$ cat src/rtl/latency_bram_ctrl.sv
// rtl/latency_bram_ctrl.sv - timestamp BRAM controller measuring TX-to-RX echo latency
`timescale 1ns/1ps
module latency_bram_ctrl #(
    parameter int DEPTH_LOG2 = 13
) (
    input  logic                  clk,
    input  logic                  rst,
    input  logic [47:0]           latency_counter,
    input  logic                  stats_clear,
    input  logic                  tx_pkt_sent,
    input  logic                  rx_pkt_rcvd,
    output logic                  bram_wea,
    output logic [DEPTH_LOG2-1:0] bram_wr_addr,
    output logic [47:0]           bram_wr_data,
    output logic                  bram_reb,
    output logic [DEPTH_LOG2-1:0] bram_rd_addr,
    output logic                  bram_rstb,
    input  logic [47:0]           bram_rd_data,
    output logic [DEPTH_LOG2:0]   outstanding,
    output logic                  overflow_err,
    output logic                  underflow_err,
    output logic                  lat_valid,
    output logic [47:0]           lat_value,
    output logic [47:0]           lat_min,
    output logic [47:0]           lat_max,
    output logic [63:0]           lat_sum,
    output logic [31:0]           lat_count
);

    localparam logic [DEPTH_LOG2:0] FULL = {1'b1, {DEPTH_LOG2{1'b0}}};

    logic [DEPTH_LOG2-1:0] wr_ptr;
    logic [DEPTH_LOG2-1:0] rd_ptr;
    logic [DEPTH_LOG2:0]   readable;
    logic                  clear;
    logic                  wr_ok;
    logic                  rd_ok;
    logic                  rd_v1;
    logic                  rd_v2;
    logic [47:0]           ts_d1;
    logic [47:0]           ts_d2;
    logic [47:0]           diff;

    // An entry still sitting in the write register is not yet in the BRAM.
    always_comb begin
        clear    = rst | stats_clear;
        readable = outstanding - {{DEPTH_LOG2{1'b0}}, bram_wea};
        wr_ok    = tx_pkt_sent && (outstanding != FULL);
        rd_ok    = rx_pkt_rcvd && (readable != '0);
        diff     = ts_d2 - bram_rd_data;
    end

    always_ff @(posedge clk) begin
        if (clear) begin
            wr_ptr        <= '0;
            rd_ptr        <= '0;
            outstanding   <= '0;
            bram_wea      <= 1'b0;
            bram_wr_addr  <= '0;
            bram_wr_data  <= '0;
            bram_reb      <= 1'b0;
            bram_rd_addr  <= '0;
            bram_rstb     <= stats_clear;
            overflow_err  <= 1'b0;
            underflow_err <= 1'b0;
            rd_v1         <= 1'b0;
            rd_v2         <= 1'b0;
            ts_d1         <= '0;
            ts_d2         <= '0;
            lat_valid     <= 1'b0;
            lat_value     <= '0;
            lat_min       <= '1;
            lat_max       <= '0;
            lat_sum       <= '0;
            lat_count     <= '0;
        end else begin
            bram_rstb <= 1'b0;
            bram_wea  <= wr_ok;
            if (wr_ok) begin
                bram_wr_addr <= wr_ptr;
                bram_wr_data <= latency_counter;
                wr_ptr       <= wr_ptr + 1'b1;
            end
            if (tx_pkt_sent && !wr_ok)
                overflow_err <= 1'b1;

            bram_reb <= rd_ok;
            if (rd_ok) begin
                bram_rd_addr <= rd_ptr;
                rd_ptr       <= rd_ptr + 1'b1;
                ts_d1        <= latency_counter;
            end
            if (rx_pkt_rcvd && !rd_ok)
                underflow_err <= 1'b1;

            if (wr_ok && !rd_ok)
                outstanding <= outstanding + 1'b1;
            else if (rd_ok && !wr_ok)
                outstanding <= outstanding - 1'b1;

            // Valid/timestamp travel alongside the BRAM read so they meet its data.
            rd_v1     <= rd_ok;
            rd_v2     <= rd_v1;
            ts_d2     <= ts_d1;
            lat_valid <= rd_v2;
            if (rd_v2) begin
                lat_value <= diff;
                lat_sum   <= lat_sum + {16'b0, diff};
                if (lat_count != '1)
                    lat_count <= lat_count + 1'b1;
                if (diff < lat_min)
                    lat_min <= diff;
                if (diff > lat_max)
                    lat_max <= diff;
            end
        end
    end

endmodule

$ cat config.mk
export PLATFORM = sky130hd
export DESIGN_NAME = latency_bram_ctrl
export DESIGN_NICKNAME = d
export VERILOG_FILES = /design/src/rtl/latency_bram_ctrl.sv
export SDC_FILE = /design/constraint.sdc
export NUM_CORES = 1
export LEC_CHECK = 0
export ABC_AREA = 0
export CAP_MARGIN = 20
export CORE_MARGIN = 3
export CORE_UTILIZATION = 48
export DETAILED_ROUTE_END_ITERATION = 8
export PLACE_DENSITY_LB_ADDON = 0.25
export SETUP_SLACK_MARGIN = 0.1
export SKIP_CTS_REPAIR_TIMING = 1
export SLEW_MARGIN = 20
export SYNTH_ARGS = -nofsm -noshare
export SYNTH_HDL_FRONTEND = slang
export SYNTH_SLANG_ARGS = --single-unit
$ cat constraint.sdc
create_clock -name clk -period 5.03 [get_ports clk]
set_input_delay 0.503 -clock clk [delete_from_list [all_inputs] [get_ports clk]]
set_output_delay 0.503 -clock clk [all_outputs]
set_load 0.02 [all_outputs]
==> results of run 1 <==
## power breakdown
group	total [mW]	leakage [nW]	internal (mW)	switching, mW
clock network	4.16	0.919	2.57	1.59
logic	3.53	10.6	1.53	2.00
registers	3.93	3.70	3.80	0.137
## final cells by class
type / count / area [um2] / share of cell area
antenna: 1 / 2.50 / 0.0000708
multi-input combinational: 2160 / 14900 / 0.422
clock buffer: 68 / 1440 / 0.0407
timing repair buffer: 874 / 7870 / 0.223
inverter: 185 / 694 / 0.0197
sequential: 457 / 9150 / 0.259
clock inverter: 23 / 437 / 0.0124
tap: 664 / 831 / 0.0235
## per-layer routing
metal | part of all wire | vias up
met5 | 0.00044 | -
li1 | - | 11648
met3 | 0.065 | 186
met4 | 0.043 | 4
met1 | 0.42 | 11378
met2 | 0.47 | 729
## final timing paths
check / from / end / slack, ns
hold reg to reg: ts_d1[26] / ts_d1[26] / 0.45
setup reg to reg: ts_d2[0] / lat_max[8] / 0.06
hold / removal: ts_d1[26] / ts_d1[26] / 0.45
setup / recovery: ts_d2[0] / lat_max[8] / 0.06
## per-stage QoR
stage / utilization / total power [mW] / TNS [ns] / instances / setup slack (ns)
floorplan: - / 6.04 / 0 / 2933 / 0.0461
global placement: 0.648 / 7.23 / -164.12 / 4305 / -2.05
detailed placement: 0.648 / 7.34 / -168.89 / 4305 / -2.07
CTS: 0.686 / 11.5 / -90.52 / 4396 / -1.53
global route: 0.716 / 12.2 / -4.09 / 4432 / -0.155
finish: 0.716 / 11.6 / 0 / 4432 / 0.0636
## cells in the final DEF, fill, tap and decap left out, drive strengths merged, types with 63 or more instances in the layout
master	n
and2	63
nor2	284
a21oi	299
inv	186
xor2	67
dfxtp	457
nand2	429
clkdlybuf4s50	431
buf	435
a21o	92
mux2i	144
o21ai	105
xnor2	85
ha	208
clkbuf	73
## critical path: cells and delay by family (launching register included)
kind | cells | cell delay, ns
flops | 1 | 0.32
xor+xnor | 1 | 0.18
mux | 1 | 0.22
buf+inv | 7 | 0.88
fa+ha+maj | 3 | 0.84
compound gates | 9 | 1.58
simple gates | 4 | 0.80
## registers in the layout (all words and copies together), names as in the netlist, 13 cells and up
signal and cells:
lat_max 48, bram_wr_data 48, lat_value 48, ts_d1 48
ts_d2 48, outstanding 14, wr_ptr 13, lat_min 48
lat_count 32, rd_ptr 13, bram_rd_addr 13, bram_wr_addr 13
lat_sum 64
## cells by family (layout without fill, tap and decap cells)
family / count (synthesis) / count (layout) / share of synthesized area
AOI/OAI and AO/OA: 649 / 649 / 0.161
xor gates and xnor gates: 152 / 152 / 0.0551
adders and majority gates: 211 / 211 / 0.110
buffers and inverters: 316 / 1150 / 0.0496
DFF: 457 / 457 / 0.378
muxes: 145 / 145 / 0.0601
other: 0 / 1 / 0
and+or+nand+nor: 1003 / 1003 / 0.185
## cells in the mapped netlist, drive strengths merged (53+ instances only)
cell type	count	area [um2]
dfxtp	457	9150
nand2	429	1610
a21oi	299	1500
nor2	284	1070
ha	208	2600
inv	185	694
mux2i	144	1440
clkbuf	117	439
o21ai	105	526
a21o	92	691
xnor2	85	744
xor2	67	587
and2	63	394
nand4	53	332
==> reports/metrics.csv, run 1 <==
metric,value,unit
run_status,finished clean,
drive_gt1_frac,0.186,
fin_crit,4.97,ns
grt_util_met2,0.507,
clockBufferDepth,3,
die-area,53100,um2
ios,435,
p_leak,15.3,nW
viasPerCell,5.40,
drt_iter0_drc,1348,
irDropWorstVdd,0.000325,V
grt_usage,0.294,
drc_errors,0,
cp_slowest_cell,fa_2,
synth_seq_cells,457,
critical_path_class,reg2reg,
synth_ff_type,dfxtp_1,
synth-edff-count,0,
arrival,5.42,ns
syn_nets,3245,
cts_tree,done,
synth.distinct_cells,66,
n_fill_cell,3891,
rows,81,
use_met1,0.364,
routabilityCongestion,0.936,
syn_area,24200,um2
avgSynthCellArea,8.24,um2
clockRootBuffer,clkbuf_16,
fin_nets,4040,
report.final.slew_viol_count,0,
power.density,329,nW/um2
cpPeakStageDelay,0.37,ns
rsz0062_at_grt,yes,
cts.clk_slew.worst_paths,0.06,ns
dpl_cell_area,32000,um2
path_max_fanout,12,
grt_pass1_vias,23405,
wirelength,84.8,mm
whs_path_depth,2,
ys_seq_area_frac,0.378,
crit_path_end_kind,flop,
stdcell_area,35300,um2
clkSinkCount,457,
place.port_buffers,434,
htreeDepth,2,
dp_hpwl,63.4,mm
clk_latency,0.61,ns
core_area,49400,um2
grt_pass1_wl,126,mm
worst_slew_pin_slew,0.967,ns
initial_core_util,0.490,
antenna_found_initial,3,
r2r_cells,25,
wl_per_cell,19.1,um
hold_class,reg2reg,
critPathLaunchType,flop,
finalHoldViolations,0,
clock_skew,0.0210,ns
syn_inst,2933,
fmax,201,MHz
async_reset_ff_frac,0,
max-cap-violations,0,
whs,0.451,ns
finalSetupViolations,0,
drtPass1Iterations,6,
critPathRequiredTime,5.49,ns
grt-busiest-layer,met2,
die_w,230,um
cts_buffers,50,
final_antenna_net_count,0,
syn2layout_area_growth,46.2,%
yosys_warnings,0,
use_met3,0.0586,
vias,23945,
grt_overflow,0,
max_slew_margin,0.356,
die_h,230,um
grt_max_degree,174,
post-route-period-util,0.987,
Note: power is estimated with default switching activity, not from simulation.
==> inputs of run 2 (changes only) <==
--- a/config.mk
+++ b/config.mk
@@ -10,4 +10,5 @@
 export CORE_MARGIN = 3
-export CORE_UTILIZATION = 48
+export CORE_UTILIZATION = 50
 export DETAILED_ROUTE_END_ITERATION = 8
+export DONT_BUFFER_PORTS = 1
 export PLACE_DENSITY_LB_ADDON = 0.25
==> constraint.sdc (replaced) <==
create_clock -name clk -period 5.03 [get_ports clk]
set_input_delay 1.006 -clock clk [delete_from_list [all_inputs] [get_ports clk]]
set_output_delay 1.006 -clock clk [all_outputs]
set_load 0.02 [all_outputs]
==> run 2 against run 1 <==
Clock power is 8.9% lower. Largest cell class unchanged. Count of clock-buffer cells in the layout is 1 lower. Clock skew is 0.0026 ns lower. Utilization is 6.2 points lower. Sequential power is 2% higher. Register-to-register slack hardly changed. Largest power group is now registers. Critical path type is now in2reg. Non-clock buffer count is 441 lower.
==> reports/metrics.csv, run 2 (synthesis gave the netlist of run 1 again) <==
metric,value,unit,change
run_status,finished clean,,
drc_errors,0,,unchanged
grt_overflow,0,,unchanged
tns,0,ns,unchanged
clk_latency,0.61,ns,about the same
wl_per_cell,20.5,um,+7.2%
regArea,9160,um2,about the same
drtPass1Iterations,6,,unchanged
ios,435,,unchanged
cp_slowest_cell,a211oi_4,,
n_fill_cell,4049,,+4.1%
power.density,357,nW/um2,+8.7%
rows,79,,-2.5%
crit_family,compound AO/OA/AOI/OAI gates,,
die_h,226,um,-2.0%
final_common_cell,dfxtp_1,,
p_leak,13.6,nW,-11%
final_antenna_net_count,0,,unchanged
clockRootBuffer,clkbuf_16,,
finalHoldViolations,0,,unchanged
syn2layout_area_growth,27.6,%,
vias,22295,,-6.9%
critical_path_class,in2reg,,
power,11.0,mW,-5.1%
worst_slew_pin_slew,1.04,ns,+0.0772 ns
place.port_buffers,0,,-100%
cp_common_cell,buf_4,,
grt_max_degree,165,,-5.2%
finalSetupViolations,0,,unchanged
critPathRequiredTime,5.56,ns,+0.07 ns
cts.clk_slew.worst_paths,0.06,ns,about the same
drt_iter0_drc,1227,,-9.0%
hold_class,in2reg,,
fin_crit,4.99,ns,+0.0279 ns
routabilityCongestion,0.936,,about the same
grt_pass1_wl,119,mm,-5.4%
report.final.slew_viol_count,0,,unchanged
fin_nets,3598,,-11%
dp_hpwl,60.0,mm,-5.4%
cts_tree,done,,
die-area,51000,um2,-3.9%
critPathBufInv,6,,-1
multi_input_area,15000,um2,+0.82%
htreeDepth,2,,unchanged
max-cap-violations,0,,unchanged
post-route-period-util,0.993,,+0.00554
clkSinkCount,457,,unchanged
fin_util,0.654,,-0.0617
fmax,200,MHz,-0.56%
arrival,5.52,ns,+0.10 ns
antenna_found_initial,3,,unchanged
grt_usage,0.294,,about the same
initial_core_util,0.513,,+0.0229
rsz0062_at_grt,yes,,
final_cell_mix,"dfxtp_1 (454), nand2_1 (422), buf_4 (412), nor2_1 (278), a21oi_1 (265)",,
path_max_fanout,7,,-5
cpPeakStageDelay,0.40,ns,+0.03 ns
crit_path_end_kind,flop,,
clockBufferDepth,3,,unchanged
drive_gt1_frac,0.212,,+0.0259
die_w,226,um,-2.0%
critPathLaunchType,primary input,,
largest_register_ffs,64,,unchanged
stdcell_area,30800,um2,-13%
core_area,47100,um2,-4.5%
regMostFlops,lat_sum,,
cts_buffers,49,,-2.0%
max_slew_margin,0.302,,-0.0531
dpl_cell_area,27800,um2,-13%
clock_skew,0.0184,ns,-0.00260 ns
wirelength,80.8,mm,-4.8%
viasPerCell,5.66,,+4.8%
grt_pass1_vias,21682,,-7.4%
crit_chain,"inv_2, ha_4, buf_4, nor3_2, o31ai_1, and3_4, a41o_1, a41oi_4, buf_4, a21o_1, nand2_2, buf_4, a211oi_4, ha_4, nand4_1, or3_4, o31a_1, o311ai_2, buf_4, nand2_2, buf_6, or3_1, a21oi_2",,
irDropWorstVdd,0.000347,V,+7.0%
run 2: cell count changes in the layout (fill, tap and decap cells not counted), moves of 4 or more:
cell | before | now
o22ai_1 | 16 | 9
clkbuf_1 | 6 | 10
bufinv_16 | 11 | 6
a21oi_2 | 24 | 28
o22ai_2 | 0 | 6
clkbuf_8 | 12 | 8
buf_4 | 418 | 412
clkinv_2 | 7 | 12
inv_1 | 176 | 171
clkdlybuf4s50_1 | 431 | 0
run 2: worst register-to-register path, cell delays in order, from the launching register on:
cell      delay [ns]
dfxtp_2         0.32
inv_2           0.05
ha_4            0.16
fa_2            0.39
inv_2           0.06
a21o_1          0.17
a211oi_4        0.09
a21oi_4         0.23
a41oi_4         0.15
buf_4           0.16
buf_4           0.13
a21oi_4         0.15
buf_4           0.13
a21oi_2         0.06
xnor2_2         0.18
ha_1            0.32
nand4_1         0.14
or3_4           0.40
o31a_1          0.37
o311ai_2        0.34
buf_4           0.18
nand2_2         0.08
buf_6           0.15
or3_1           0.33
a21oi_2         0.15
run 2: final cells by class:
class                      instances  share of cell area
antenna                            3            0.000243
clock inverter                    24             0.00998
tap                              607              0.0246
clock buffer                      67              0.0445
sequential                       457               0.297
inverter                         185              0.0227
timing repair buffer             433               0.114
multi-input combinational       2160               0.487
run 2: final timing paths:
kind                                      start  slack [ns]  cells past startpoint          end
worst max-delay path            bram_rd_data[8]        0.04                     23  lat_sum[53]
worst max register to register         ts_d2[0]        0.07                     24  lat_sum[53]
worst min-delay path                stats_clear        0.43                      0    bram_rstb
worst min register to register        ts_d1[29]        0.45                      1    ts_d2[29]
run 2: stage by stage:
step	worst slack, ns	std cells	hold WS (ns)
after detailed placement	-0.839	3811	0.439
after CTS	-0.249	3902	0.407
after global routing	-0.142	3935	0.414
after floorplan	0.104	2933	0.430
after global placement	-0.772	3811	0.438
final	0.0357	3936	0.428
run 2: where the power goes:
part	leakage [nW]	switching (mW)	internal, mW	total [mW]
Sequential	3.70	0.225	3.80	4.02
Combinational	9.05	1.89	1.32	3.21
Clock	0.830	1.55	2.23	3.79
run 2: layer usage:
| layer | global-route usage | vias up | part of all wire |
|---|---|---|---|
| met3 | 0.0915 | 168 | 0.088 |
| met4 | 0.120 | 0 | 0.044 |
| met5 | 0 | - | 0 |
| met1 | 0.356 | 10631 | 0.40 |
| met2 | 0.485 | 730 | 0.46 |
| li1 | - | 10766 | - |
==> edit: new RTL, flow settings as in run 1 <==
Put one more register stage on the output `lat_count`, without a reset. The value now appears one clock later. The other outputs are not delayed to match.
--- a/src/rtl/latency_bram_ctrl.sv
+++ b/src/rtl/latency_bram_ctrl.sv
@@ -30,2 +30,4 @@
     localparam logic [DEPTH_LOG2:0] FULL = {1'b1, {DEPTH_LOG2{1'b0}}};
+
+    logic [31:0] lat_count_s0;
 
@@ -74,3 +76,3 @@
             lat_sum       <= '0;
-            lat_count     <= '0;
+            lat_count_s0  <= '0;
         end else begin
@@ -108,4 +110,4 @@
                 lat_sum   <= lat_sum + {16'b0, diff};
-                if (lat_count != '1)
-                    lat_count <= lat_count + 1'b1;
+                if (lat_count_s0 != '1)
+                    lat_count_s0 <= lat_count_s0 + 1'b1;
                 if (diff < lat_min)
@@ -118,2 +120,6 @@
 
+    always_ff @(posedge clk) begin
+        lat_count <= lat_count_s0;
+    end
+
 endmodule
Function: same outputs for any inputs over 4 cycles, from zero or initial values; that may be too few to reach the edited logic, so the function may still have changed.
==> edit against run 1 <==
The run now ends with setup timing left. Design area increased by 2.0%. Fmax decreased by 4.1%. Clock skew increased by 0.0052 ns. First-iteration DRC count increased by 29%. Power increased by 2.8%. Worst setup slack got worse by 0.21 ns. Routed wire length increased by 3.8%. Sequential cell count increased by 32. Core utilization decreased by 1.5 points. Synthesized area increased by 3.5%. Via count increased by 4.6%. Cell count increased by 2.4%. Critical path depth unchanged. Synthesized cell count increased by 3.0%. Critical path type is now in -> reg. Critical endpoint is now lat_max[36].
==> edit: results <==
group,metric,value,unit
clock_tree,cts_made_buffers,53,
route,wl_met1,36500,microns
global_route,use_met1,0.376,
synthesis,synth-xor-area-share,0.0504,
placed_design,place_inst,4396,
run_status,violations,"setup timing",
worst_setup_path,worst_path_largest_cell_delay,0.47,ns
global_route,grt_pass1_wl,130000,microns
synthesis,synth_compound_area_frac,0.158,
run_status,status,"complete, but fails checks",
worst_setup_path,arrival,5.66,ns
route,dr_wl_met2,42200,microns
global_route,grt_max_degree,153,
route,first_pass_iters,5,
synthesis,synth_area_leaders,"dfxtp_1 39%, ha_1 10%, nand2_1 6.3%, a21oi_1 6.3%, mux2i_1 5.6%",
worst_setup_path,crit_slowest_cell,"clkdlybuf4s50_1",
timing,worst_pin_slew,0.990,ns
worst_setup_path,r2r-end,"lat_max[36]",
placed_design,place_area,32900,sq um
synthesis,synthAdderAreaFrac,0.106,
hold_path,hold_start,"lat_count_s0[30]",
synthesis,ys_types,67,
power,p_leak,15.9,nW
timing,setup_slack,-0.149,ns
worst_setup_path,rrSetupSlack,-0.14,ns
timing,setup_viol,98,
hold_path,hold_path_end,"lat_count[30]",
synthesis,avgSynthCellArea,8.28,sq um
final_layout,layout.nets,4128,
synthesis,synth_seq_area_share,0.391,
global_route,met3_usage,0.0584,
placed_design,dp_hpwl,65900,microns
route,dr_wl_met3,6280,microns
final_layout,layout.cells.non_filler,4540,
global_route,grt_pass1_vias,24020,
global_route,met2_usage,0.508,
global_route,grtUsageTotal,0.298,
placed_design,pre_cts_ws,-1.02,ns
timing,worst_clock_skew,0.0262,ns
[edit: cell types whose count changed after synthesis, moves of 10 or more]
| cell | change |
|---|---|
| nor4_1 | +13 |
| a21oi_1 | +16 |
| o21ai_0 | -22 |
| xnor2_1 | -20 |
| o22ai_1 | -15 |
| xor2_1 | +10 |
| nand3_1 | +25 |
| clkbuf_1 | +14 |
| o21ai_1 | +42 |
| nand4_1 | +16 |
| dfxtp_1 | +32 |
[edit: kinds of logic (layout without fill, tap and decap cells)]
logic type,count (synthesis),after routing
adder cells (fa/ha/maj),211,211
flip-flops,489,489
other,0,1
buffers and inverters,336,1172
multiplexers,139,139
AND/OR/NAND/NOR,1038,1039
AO/OA/AOI/OAI,664,666
XOR/XNOR,143,143
[edit: power breakdown]
group,switching [mW],total [mW],internal [mW]
logic,2.05,3.58,1.54
clock network,1.65,4.14,2.49
registers,0.167,4.22,4.05
[edit: per-stage QoR]
| stage | power [mW] | utilization | hold slack [ns] | setup TNS [ns] |
|---|---|---|---|---|
| finish | 11.9 | 0.701 | 0.353 | -7.42 |
| global route | 12.5 | 0.701 | 0.356 | -25.70 |
| CTS | 11.8 | 0.676 | 0.355 | -29.62 |
| detailed placement | 7.69 | 0.639 | 0.342 | -97.88 |
| global placement | 7.59 | 0.639 | 0.346 | -85.29 |
| floorplan | 6.36 | - | 0.331 | 0 |
[edit: cell type report]
class | count | area [sq um] | area share
Multi-Input combinational cell | 2198 | 14800 | 0.410
Clock inverter | 24 | 338 | 0.00938
Inverter | 191 | 723 | 0.0201
Clock buffer | 74 | 1530 | 0.0424
Antenna cell | 1 | 2.50 | 0.0000695
Sequential cell | 489 | 9790 | 0.272
Tap cell | 680 | 851 | 0.0236
Timing Repair Buffer | 883 | 8030 | 0.223
